==> src/rtl/xbar_timing_tracker.sv <==
// Frame/slot/header timing tracker: hunts for the frame strobe, verifies alignment,
// then free-runs while flagging strobe violations and counting error cycles.
module xbar_timing_tracker #(
  parameter int MOD         = 80,
  parameter int LOCK_FRAMES = 2,
  parameter int MISS_MAX    = 2
) (
  input  logic       clk,
  input  logic       rst,
  input  logic       clk80,
  input  logic       clk20,
  input  logic       clk10,
  input  logic       load,
  output logic       locked,
  output logic [1:0] slot_idx,
  output logic       hdr_phase,
  output logic       bank,
  output logic       sys_ready,
  output logic       frame_err,
  output logic       slot_err,
  output logic [7:0] err_count
);

  localparam int FW = $clog2(MOD);
  localparam logic [FW-1:0] LAST     = FW'(MOD - 1);
  localparam logic [FW-1:0] SLOT_L   = FW'(MOD / 4);
  localparam logic [FW-1:0] HALF_L   = FW'(MOD / 8);
  localparam logic [FW-1:0] SLOT_END = FW'(MOD / 4 - 1);
  localparam logic [FW-1:0] HALF_END = FW'(MOD / 8 - 1);

  typedef enum logic [1:0] {HUNT, VERIFY, LOCKED} state_t;

  state_t        state;
  logic [FW-1:0] fcnt;
  logic [7:0]    good;
  logic [7:0]    miss;
  logic [1:0]    rcnt;

  logic          at_end;
  logic          frame_bad;
  logic          slot_bad;
  logic [FW-1:0] fcnt_inc;
  logic [FW-1:0] half_num;

  assign at_end    = (fcnt == LAST);
  assign fcnt_inc  = at_end ? '0 : fcnt + FW'(1);
  // A frame strobe is wrong if it is missing at the boundary or present anywhere else.
  assign frame_bad = (clk80 != at_end);
  assign slot_bad  = (clk20 != ((fcnt % SLOT_L) == SLOT_END)) ||
                     (clk10 != ((fcnt % HALF_L) == HALF_END)) ||
                     (load != clk20);

  assign half_num  = fcnt / HALF_L;
  assign slot_idx  = locked ? 2'(fcnt / SLOT_L) : 2'd0;
  assign hdr_phase = locked & half_num[0];

  always_ff @(posedge clk or negedge rst) begin
    if (!rst) begin
      state     <= HUNT;
      fcnt      <= '0;
      good      <= '0;
      miss      <= '0;
      rcnt      <= '0;
      locked    <= 1'b0;
      bank      <= 1'b1;
      sys_ready <= 1'b0;
      frame_err <= 1'b0;
      slot_err  <= 1'b0;
      err_count <= '0;
    end else begin
      frame_err <= 1'b0;
      slot_err  <= 1'b0;
      case (state)
        HUNT: begin
          fcnt <= '0;
          if (clk80) begin
            state <= VERIFY;
            good  <= '0;
          end
        end
        VERIFY: begin
          if (frame_bad) begin
            state <= HUNT;
            fcnt  <= '0;
          end else begin
            fcnt <= fcnt_inc;
            if (at_end) begin
              // The locking boundary already counts as the first good locked boundary.
              if (good + 8'd1 >= 8'(LOCK_FRAMES)) begin
                state  <= LOCKED;
                locked <= 1'b1;
                miss   <= '0;
                bank   <= ~bank;
                rcnt   <= 2'd1;
              end else begin
                good <= good + 8'd1;
              end
            end
          end
        end
        LOCKED: begin
          fcnt      <= fcnt_inc;
          frame_err <= frame_bad;
          slot_err  <= slot_bad;
          if (frame_bad) begin
            if (miss + 8'd1 >= 8'(MISS_MAX)) begin
              state     <= HUNT;
              locked    <= 1'b0;
              fcnt      <= '0;
              good      <= '0;
              miss      <= '0;
              rcnt      <= '0;
              sys_ready <= 1'b0;
            end else begin
              miss <= miss + 8'd1;
            end
          end else if (at_end) begin
            miss <= '0;
            bank <= ~bank;
            if (rcnt == 2'd2) sys_ready <= 1'b1;
            if (rcnt != 2'd3) rcnt <= rcnt + 2'd1;
          end
          if ((frame_bad || slot_bad) && err_count != 8'hFF)
            err_count <= err_count + 8'd1;
        end
        default: begin
          state  <= HUNT;
          locked <= 1'b0;
          fcnt   <= '0;
        end
      endcase
    end
  end

endmodule

==> config.mk <==
export PLATFORM = sky130hd
export DESIGN_NAME = xbar_timing_tracker
export DESIGN_NICKNAME = d
export VERILOG_FILES = /design/src/rtl/xbar_timing_tracker.sv
export SDC_FILE = /design/constraint.sdc
export NUM_CORES = 1
export LEC_CHECK = 0
export BUFFER_PORTS_ARGS = -buffer_cell sky130_fd_sc_hd__buf_2
export CAP_MARGIN = 10
export CELL_PAD_IN_SITES_DETAIL_PLACEMENT = 0
export CELL_PAD_IN_SITES_GLOBAL_PLACEMENT = 2
export CORE_ASPECT_RATIO = 0.8
export CORE_UTILIZATION = 30
export DETAILED_ROUTE_END_ITERATION = 8
export PLACE_DENSITY = 0.71
export SLEW_MARGIN = 20
export SYNTH_ARGS = -nofsm -noshare
export SYNTH_HDL_FRONTEND = slang
export SYNTH_SLANG_ARGS = --single-unit
==> constraint.sdc <==
create_clock -name clk -period 7.6 [get_ports clk]
set_clock_uncertainty 0.15 [all_clocks]
set_input_delay 1.52 -clock clk [delete_from_list [all_inputs] [get_ports clk]]
set_output_delay 1.52 -clock clk [all_outputs]
set_load 0.03 [all_outputs]
# Word level (Yosys, flattened, before mapping)
# Index checks and enable logic that the tools add are counted.
op_classes:
  add_sub_neg: 5
  div_mod_pow: 4
  order_cmp: 2
  eq_ne: 27
  muxes: 51
  n_bitwise: 3
  n_reduce_logical: 17
ops:
  columns: ["op", "count"]
  rows:
  - ["2-to-1 mux 8 bit", 12]
  - ["2-to-1 mux 7 bit", 4]
  - ["2-to-1 mux 2 bit", 13]
  - ["adder 8 x 1 -> 8 bit (second input constant)", 3]
  - ["one-hot mux 8 bit (3 select lines)", 1]
  - ["inequality test 2 bit (second input constant)", 10]
  - ["greater-or-equal comparator 8 x 2 -> 1 bit (second input constant)", 2]
  - ["one-hot mux 8 bit (2 select lines)", 1]
  - ["2-to-1 mux 1 bit", 15]
  - ["inequality test 3 bit (second input constant)", 5]
  - ["one-hot mux 7 bit (2 select lines)", 1]
  - ["AND reduction 7 bit", 2]
  - ["AND reduction 6 bit", 2]
  - ["AND reduction 5 bit", 2]
  - ["inequality test 8 bit (second input constant)", 1]
  - ["adder 7 x 1 -> 7 bit (second input constant)", 1]
  - ["divider 7 x 4 -> 7 bit (second input constant)", 1]
  - ["divider 7 x 5 -> 7 bit (second input constant)", 1]
  - ["== test 7 x 4 -> 1 bit (second input constant)", 1]
  - ["== test 7 x 5 -> 1 bit (second input constant)", 1]
  - ["== test 7 bit (second input constant)", 1]
  - ["modulo 7 x 4 -> 7 bit (second input constant)", 1]
  - ["modulo 7 x 5 -> 7 bit (second input constant)", 1]
  - ["one-hot mux 2 bit (3 select lines)", 1]
  - ["other kinds (17)", 26]
word_totals:
  reg_bits: 40
  output_inout_bits: 16
  word_cells: 120

# Depth between registers and ports, before layout
# Gate-level depths: netlist of run 1.
logic_depth:
  depth_word: 8
  mapped_depth: 10

# Worst setup path after synthesis of run 1
# OpenSTA, ideal clock, no wires.
synth_path:
  path_type: "input to register"
  from: "in clk80"
  to: "reg good[0]"
  setup_ns: 0.125
  arrival_time_ns: 3.147
  setup_slack_ns: 4.178
  cell_stages: 7
  cell_sequence: "inv_1 > ha_1 > clkbuf_1 > o21a_1 > or4_1 > clkbuf_1 > mux2_4"
synth_via:
  elab_chain_len: 3
  elab_cells_between_ends: 5
  cone_classes: "eq/ne: 4; reduce/logical: 1"
synth_lines:
  columns: ["item", "line", "text"]
  rows:
  - ["start: declaration", "10", "input logic clk80,"]
  - ["inequality test 1 bit", "48", "assign frame_bad = (clk80 != at_end);"]
  - ["inequality test 2 bit (no source line)", null, null]
  - ["AND reduction 7 bit (no source line) *", null, null]
  - ["end signal: assignment", "96", "good <= good + 8'd1;"]
  - ["end: declaration", "35", "logic [7:0] good;"]
# Mark *: on every way between the ends. The rest lies on a longest branch, timed or not.
# A chain may end at the register's enable or synchronous reset.

# Final worst setup path of run 1
layout_path:
  from: "reg fcnt[0]"
  to: "out hdr_phase"
layout_via:
  elab_chain_len: 2
layout_lines:
  columns: ["item", "line", "text"]
  rows:
  - ["start: declaration", "34", "logic [FW-1:0] fcnt;"]
  - ["start signal: assignment", "86", "fcnt <= fcnt_inc;"]
  - ["start signal: assignment", "102", "fcnt <= fcnt_inc;"]
  - ["divider 7 x 4 -> 7 bit", "53", "assign half_num = fcnt / HALF_L;"]
  - ["AND 1 bit", "55", "assign hdr_phase = locked & half_num[0];"]
  - ["end: declaration", "16", "output logic hdr_phase,"]
# No other way between the ends.

==> run summary, run 1 <==
In this design, the stage delay of the slowest critical-path cell is 0.41 ns. The logs give 2 for the maximum level of the CTS H-tree and 5 for the total clock buffers created by CTS. The area share of the largest cell type after synthesis is 0.374, and the post-synthesis to final-layout area growth is 12.0%. After routing, the total negative slack on setup checks comes to 0 ns.

The global routing stage identified its most utilized layer as met2. Summing internal, switching and leakage power gives 0.752 mW. Clock tree synthesis selected as its root buffer the cell sky130_fd_sc_hd__clkbuf_8.

Required time of the critical path: 5.93 ns. The relative slew slack is 0.408, and the standard cell area after detailed placement is 0.00282 mm^2. Power spread over the standard cell area amounts to 257 mW/mm^2.

For the number of top-level design ports, the log shows 22. The wire length after detailed routing was 5460 um; the number of nets with antenna violations after detailed routing was 0. The worst setup path is of the reg2out kind. The logs give 0.00845 mm^2 for the area of the core and 2 for the buffer levels on the longest clock path. In this run the most critical hold path is launched from err_count[6].

The first global-routing pass estimated 9540 um of wire. Data on the critical path arrives at its endpoint at 2.19 ns. The clock slew at the register clock pins of the worst setup and hold paths works out to 0.08 ns. For the worst-skew pair, the clock arrives at the later sink with an insertion delay of 0.29 ns. Ranked by total cell area, the synthesized netlist is headed by sky130_fd_sc_hd__dfrtp_1, sky130_fd_sc_hd__ha_1, sky130_fd_sc_hd__xor2_1, sky130_fd_sc_hd__nor2b_1, sky130_fd_sc_hd__nor2_1. Pin slew with the least headroom to its limit: 0.887 ns. The floorplan step defined a die boundary enclosing 0.00909 mm^2. Based on the critical path, the design can be clocked at up to 259 MHz. The post-placement cell count came out at 410.

Startpoint of the most critical register-to-register path: fcnt[3]. Routability-driven placement finished with a final weighted congestion of 0.751. In this run the tool buffered the top-level ports with 21 buffer cells.

Post-synthesis sequential element count: 40. The run gives 0 as the count of antenna diodes in the layout. Dividing the detail-routed wire length by the instance count gives 13.1 um. The run gives 1 as the initial antenna violation count. The number of buffers added to fix hold violations after cts was 0. The critical path goes through inv_1 > ha_1 > o21ai_0 > nand2_1 > nand2_1 > o21ai_0 > a221oi_1 > o21ai_0 > and2_1 > buf_2. The fraction of layout instances using a drive strength above 1 came out at 0.124. The total global routing overflow came out at 0.

Met1 global-route usage: 0.185. For the via count, the log shows 2056. The largest total area in the synthesized netlist belongs to sky130_fd_sc_hd__dfrtp_1. TritonCTS built the clock tree. The number of synthesized flops with an enable pin is 0, and the vertical die dimension is 85.5 um. The logs give 2015 for the number of global-route vias before repair and 0.309 for the effective utilization at floorplan. The tools report the final-report hold violation count as 0.

The post-synthesis async set-or-reset flop share came out at 1.00. The run gives 0 as the number of setup buffers added after CTS. The number of setup violations in the final report is 0, and the cell count after synthesis is 289. The number of cells on the worst hold path was 1.

The run gives 41 as the maximum number of pins on one net before global-route repair. The flow ran to the end, and the final reports show no timing, DRC or antenna violations. The mean instance size in the synthesized netlist was 9.04 um^2; the post-layout net count was 325. On the critical path, the stage with the largest delay is an instance of sky130_fd_sc_hd__dfrtp_1. IR analysis of the VDD net gives a maximum drop of 0.179 mV. The library cell used most frequently in the layout, excluding fill and tap cells, is sky130_fd_sc_hd__dfrtp_1. The horizontal extent of the die works out to 106 um. The global-route track usage on met3 is 0.0307.

The worst setup path is captured at a primary output. During synthesis, Yosys emitted a total of 0 warnings. Leaving out fill and tap cells, the most frequent cells in the layout are sky130_fd_sc_hd__dfrtp_1, sky130_fd_sc_hd__nor2_1, sky130_fd_sc_hd__buf_2. After the first detailed-routing iteration, the DRC count stood at 98. Synthesis instantiated 56 different standard cells from the library. Counting stages on the worst path, the most repeated cell is sky130_fd_sc_hd__o21ai_0. For the area of all placed cells without fillers, the log shows 0.00293 mm^2. The capture endpoint of the worst hold path is err_count[6].

The logs give 0.00261 mm^2 for the total standard cell area after synthesis and 3.96 ns for the reg2reg setup slack. The pre-antenna-repair detailed-routing pass consisted of 4 iterations. The fraction of met2 tracks used by global routing was 0.198. The tightest min-delay check is of the reg2reg type. The clock period could shrink to 3.86 ns.

After detailed routing, the number of remaining DRC violations is 0. The tree built by TritonCTS fans out to 40 sinks. The standard-cell row count is 30, and the worst-case hold slack is 0.347 ns. The run gives 0 as the total count of max-transition violations in the final report. Type of element launching the critical path: a flip-flop.

The post-synthesis net count is 309, and the number of cells in the finished layout apart from fillers is 418. The count of buffer and inverter cells on the critical path came out at 2. The number of gates resized after cts was 0; the leakage power was 1.26 nW. The logs give 892 for the number of fill cells in the layout and 3970 um for the half-perimeter wire length after placement. Max-cap violations in this run came to 0.

The aggregate global-route resource usage came out at 0.130. Proportion of synthesized chip area in sequential cells: 0.384. For this run, the leading register cell type out of synthesis is sky130_fd_sc_hd__dfrtp_1. The kind of cell with the highest combined delay along the critical path is compound AO/OA/AOI/OAI gates.

Setup repair after global routing left no endpoint under its margin. The fraction of the cycle the final worst path needs is 0.507. In this run the worst path has a maximum fanout of 5. The number of cell instances on the worst register-to-register path is 7. The detailed-route vias per instance is 4.92.

The endpoint identified for the worst register-to-register timing path is good[0].
## how the worst max path moves through the flow
| stage | startpoint | end | slack [ns] | depth (start not counted) |
|---|---|---|---|---|
| 2_1_floorplan | clk80 | good[0] | 4.18 | 7 |
| 5_1_grt | fcnt[0] | hdr_phase | 3.38 | 10 |
| 3_5_place_dp | clk80 | good[0] | 3.73 | 7 |
| 3_3_place_gp | clk80 | good[0] | 3.78 | 7 |
| 6_report | fcnt[0] | hdr_phase | 3.74 | 10 |
| 4_1_cts | fcnt[0] | hdr_phase | 3.70 | 10 |
## sequential cells by signal, summed over array words and instances, names as in the netlist
signal	count
state	2
frame_err	1
locked	1
bank	1
good	8
fcnt	7
rcnt	2
miss	8
slot_err	1
err_count	8
sys_ready	1
## routing by layer
layer | wire length [um] | up-vias
met2 | 2250 | 29
met5 | 0 | -
met3 | 184 | 7
met1 | 2970 | 964
met4 | 66 | 0
li1 | - | 1056
## area by class of cell
| cell class | count | area (um^2) | area share |
|---|---|---|---|
| Clock inverter | 2 | 35.0 | 0.0120 |
| Timing Repair Buffer | 23 | 120 | 0.0410 |
| Inverter | 15 | 56.3 | 0.0192 |
| Clock buffer | 6 | 72.6 | 0.0248 |
| Multi-Input combinational cell | 220 | 1500 | 0.513 |
| Sequential cell | 40 | 1000 | 0.342 |
| Tap cell | 112 | 140 | 0.0479 |
## synth_stat cells, types with 2 or more instances
master	number
sky130_fd_sc_hd__dfrtp_1	39
sky130_fd_sc_hd__nor2_1	23
sky130_fd_sc_hd__nand2_1	19
sky130_fd_sc_hd__inv_1	15
sky130_fd_sc_hd__ha_1	14
sky130_fd_sc_hd__nor2b_1	14
sky130_fd_sc_hd__a21oi_1	13
sky130_fd_sc_hd__nand3_1	13
sky130_fd_sc_hd__xor2_1	13
sky130_fd_sc_hd__and2_1	11
sky130_fd_sc_hd__clkbuf_1	11
sky130_fd_sc_hd__o21ai_0	11
sky130_fd_sc_hd__nor3_1	10
sky130_fd_sc_hd__nand2b_1	7
sky130_fd_sc_hd__and3_1	5
sky130_fd_sc_hd__xnor2_1	5
sky130_fd_sc_hd__mux2i_1	4
sky130_fd_sc_hd__o21a_1	4
sky130_fd_sc_hd__or3_1	4
sky130_fd_sc_hd__a22oi_1	3
sky130_fd_sc_hd__a31oi_1	3
sky130_fd_sc_hd__nor4_1	3
sky130_fd_sc_hd__buf_1	2
sky130_fd_sc_hd__mux2_2	2
sky130_fd_sc_hd__nand3b_1	2
sky130_fd_sc_hd__nand4_1	2
sky130_fd_sc_hd__nor3b_1	2
sky130_fd_sc_hd__o221ai_1	2
sky130_fd_sc_hd__o22ai_1	2
sky130_fd_sc_hd__o31a_1	2
sky130_fd_sc_hd__o31ai_1	2
sky130_fd_sc_hd__or4_1	2
sky130_fd_sc_hd__or4bb_1	2
## kinds of logic after synthesis
logic type | synth area share
fa+ha+maj | 0.0709
xor+xnor | 0.0603
buf+inv | 0.0421
flops | 0.384
compound gates | 0.140
simple gates | 0.269
mux | 0.0340
## where the power goes
part	internal, mW	switching, mW
clock	0.0975	0.0752
combinational	0.119	0.179
sequential	0.245	0.0352
## metrics by stage
stage	util	setup WS [ns]
after floorplan	-	4.18
after global placement	0.334	3.78
after detailed placement	0.334	3.73
after CTS	0.347	3.70
after global routing	0.347	3.38
final	0.347	3.74
(Power assumes the default switching activity.)
==> run 2, diff against run 1 <==
==> constraint.sdc (replaced) <==
create_clock -name clk -period 3.8 [get_ports clk]
set_clock_uncertainty 0.15 [all_clocks]
set_input_delay 0.76 -clock clk [delete_from_list [all_inputs] [get_ports clk]]
set_output_delay 0.76 -clock clk [all_outputs]
set_load 0.03 [all_outputs]
==> run 2 against run 1 <==
  * Routed wire length shrank 1.2%
  * Design area grew 1.8%
  * Sequential cell count is the same
  * Core utilization grew 0.61 points
  * Clock-buffer cell count shrank 1
  * Largest power group unchanged
  * Worst hold slack lost 0.013 ns
  * Die area is the same
  * Sequential share of layout area shrank 0.59 points
  * Largest cell class unchanged
  * Total power grew 110%
  * Critical path depth shrank 3
  * Highest routed layer unchanged
==> run summary, run 2 (synthesized netlist as in run 1, its figures left out) <==
The flow ran to the end, and the final reports show no timing, DRC or antenna violations. Summed over all layers, the global routing overflow is 0. In the routed design, unresolved DRC markers number 0.

After detailed routing, the wire length on met1 is 2980 um. Once detail routing completed, the nets flagged for antenna violations numbered 0. Vertical die dimension: 85.5 um. Dividing the detail-routed wire length by the instance count gives 12.8 um. From left edge to right edge, the die measures 106 um. The fraction of the cycle the final worst path needs works out to 0.866. The number of global-route vias before repair is 1937, and the end-of-flow core utilization is 0.353. The floorplan step defined a die boundary enclosing 0.00909 mm^2. The total count of max-transition violations in the final report was 0; the wire length of the first global-routing pass was 9580 um. After routing the design area is 0.00298 mm^2.

The routed layout has 2014 vias. After filler insertion, the fill cell instance count of the layout stands at 863. Relative slew slack: 0.402. The fraction of layout instances using a drive strength above 1 was 0.136. The standard cell area after detailed placement was 0.00285 mm^2; the count of antenna diodes in the layout was 0.

For the initial antenna violation count, the log shows 0. At the pin with the least slew margin, the transition time is 0.897 ns. The logs give 30 for the standard-cell row count and 304 MHz for the fmax. Count of input and output buffers: 21. The total area inside the core boundary comes to 0.00845 mm^2. Final hold analysis gives a worst-case slack of 0.334 ns. Power spread over the standard cell area amounts to 524 mW/mm^2. The number of setup buffers added after CTS is 0.

The largest fanout on the critical path was 19; the maximum number of pins on one net before global-route repair was 41. The clock period could shrink to 3.29 ns. Detailed placement ended at an HPWL of 3970 um.

The later pin in the worst-skew pair is clocked with a latency of 0.28 ns. The root buffer cell chosen for the clock tree is sky130_fd_sc_hd__clkbuf_8. The tools report the effective utilization at floorplan as 0.309. Highest metal layer used by the detailed router: met4. For the aggregate global-route resource usage, the log shows 0.133. The max-capacitance violation count was 0. The category of the critical setup timing path is reg2reg. In the routed layout, each cell is associated on average with a via count of 4.78. The number of buffers added to fix hold violations after cts was 0; the detailed route wirelength on metal3 was 232 um. Leakage power: 1.29 nW.

22 I/O pins were placed. The endpoint kind of the worst setup timing path was a flip-flop. The tools report the DRC violation total after the first TritonRoute iteration as 113. Data on the critical path arrives at its endpoint at 3.31 ns. Summed over all failing endpoints, the final setup total negative slack is 0 ns. Setup violations remaining at the end of the flow were counted as 0. Overall power consumption after layout is estimated at 1.56 mW. The path category of the worst min-delay check is reg2reg. For the wire length after detailed routing, the log shows 5400 um. At the end of the flow, the number of nets in the layout was 329. The most common library cell in the layout ignoring fill and taps was sky130_fd_sc_hd__dfrtp_1.

Once the clock tree was built, the resizer swapped 0 gates to a different size. The pre-antenna-repair detailed-routing pass consisted of 4 iterations. Setup repair after global routing left no endpoint under its margin. For the met2 wire length, the log shows 2160 um.

The largest registers in the layout are err_count x8, good x8, miss x8. VDD sags by at most 0.273 mV. The tools report the maximum level of the CTS H-tree as 2. The worst setup path is launched from a flip-flop. The congestion estimate from routability-driven global placement came to 0.781. The post-synthesis to final-layout area growth was 14.0%; the total clock buffers created by CTS was 5.

The tools report the area of all sequential standard cells as 0.00100 mm^2. The final-report hold violation count was 0; the clock slew at the register clock pins of the worst setup and hold paths was 0.08 ns. In the final layout, the multi-input gates occupy 0.00150 mm^2. For this design, the sink count on the clock tree is 40. Counting along the longest clock path gives a buffer depth of 2. TritonCTS built the clock tree.

For the required time of the critical path, the log shows 3.81 ns. The top cell types in the final layout, fill and taps aside, are sky130_fd_sc_hd__dfrtp_1, sky130_fd_sc_hd__nor2_1, sky130_fd_sc_hd__buf_2.
run 2: cell count changes in the layout (fill, tap and decap cells not counted):
cell and delta:
sky130_fd_sc_hd__clkinv_2 -1, sky130_fd_sc_hd__bufinv_16 +1, sky130_fd_sc_hd__buf_4 +4, sky130_fd_sc_hd__clkbuf_1 -1
run 2: per-stage QoR:
step,worst slack [ns],instances
6_report,0.508,421
5_1_grt,0.308,421
4_1_cts,0.500,421
3_5_place_dp,0.517,414
3_3_place_gp,0.538,414
2_1_floorplan,0.775,289
run 2: area by class of cell:
cell class,instances,area share
flip-flops and latches,40,0.337
well taps,112,0.0471
clock buffers,5,0.0231
multi-input cells,220,0.504
inverters,15,0.0189
repair buffers,27,0.0504
clock inverters,2,0.0202
run 2: path summary, 6_finish.rpt:
path,from,to,slack (ns),depth (start not counted)
max reg2reg,fcnt[6],err_count[1],0.51,7
min in group asynchronous,rst,good[4],0.45,1
min reg2reg,err_count[6],err_count[6],0.33,1
max in group asynchronous,rst,fcnt[5],2.49,1
min,err_count[6],err_count[6],0.33,1
max,fcnt[6],err_count[1],0.51,7
run 2: per-layer routing:
| metal | vias up | track usage |
|---|---|---|
| met5 | - | 0 |
| met4 | 0 | 0.0341 |
| met3 | 2 | 0.0353 |
| met2 | 30 | 0.186 |
| met1 | 924 | 0.198 |
| li1 | 1058 | - |
run 2: where the power goes:
part | switching (mW) | internal (mW)
clock network | 0.144 | 0.259
logic | 0.359 | 0.239
registers | 0.0703 | 0.490
total | 0.573 | 0.988
run 2: worst max-delay path, cell delays in order (launching register included):
cell,delay [ns]
sky130_fd_sc_hd__dfrtp_1,0.73
sky130_fd_sc_hd__or4bb_1,0.55
sky130_fd_sc_hd__and2_1,0.19
sky130_fd_sc_hd__a221o_1,0.28
sky130_fd_sc_hd__a21oi_1,0.23
sky130_fd_sc_hd__mux2i_1,0.54
sky130_fd_sc_hd__nor2_1,0.16
sky130_fd_sc_hd__mux2_1,0.34
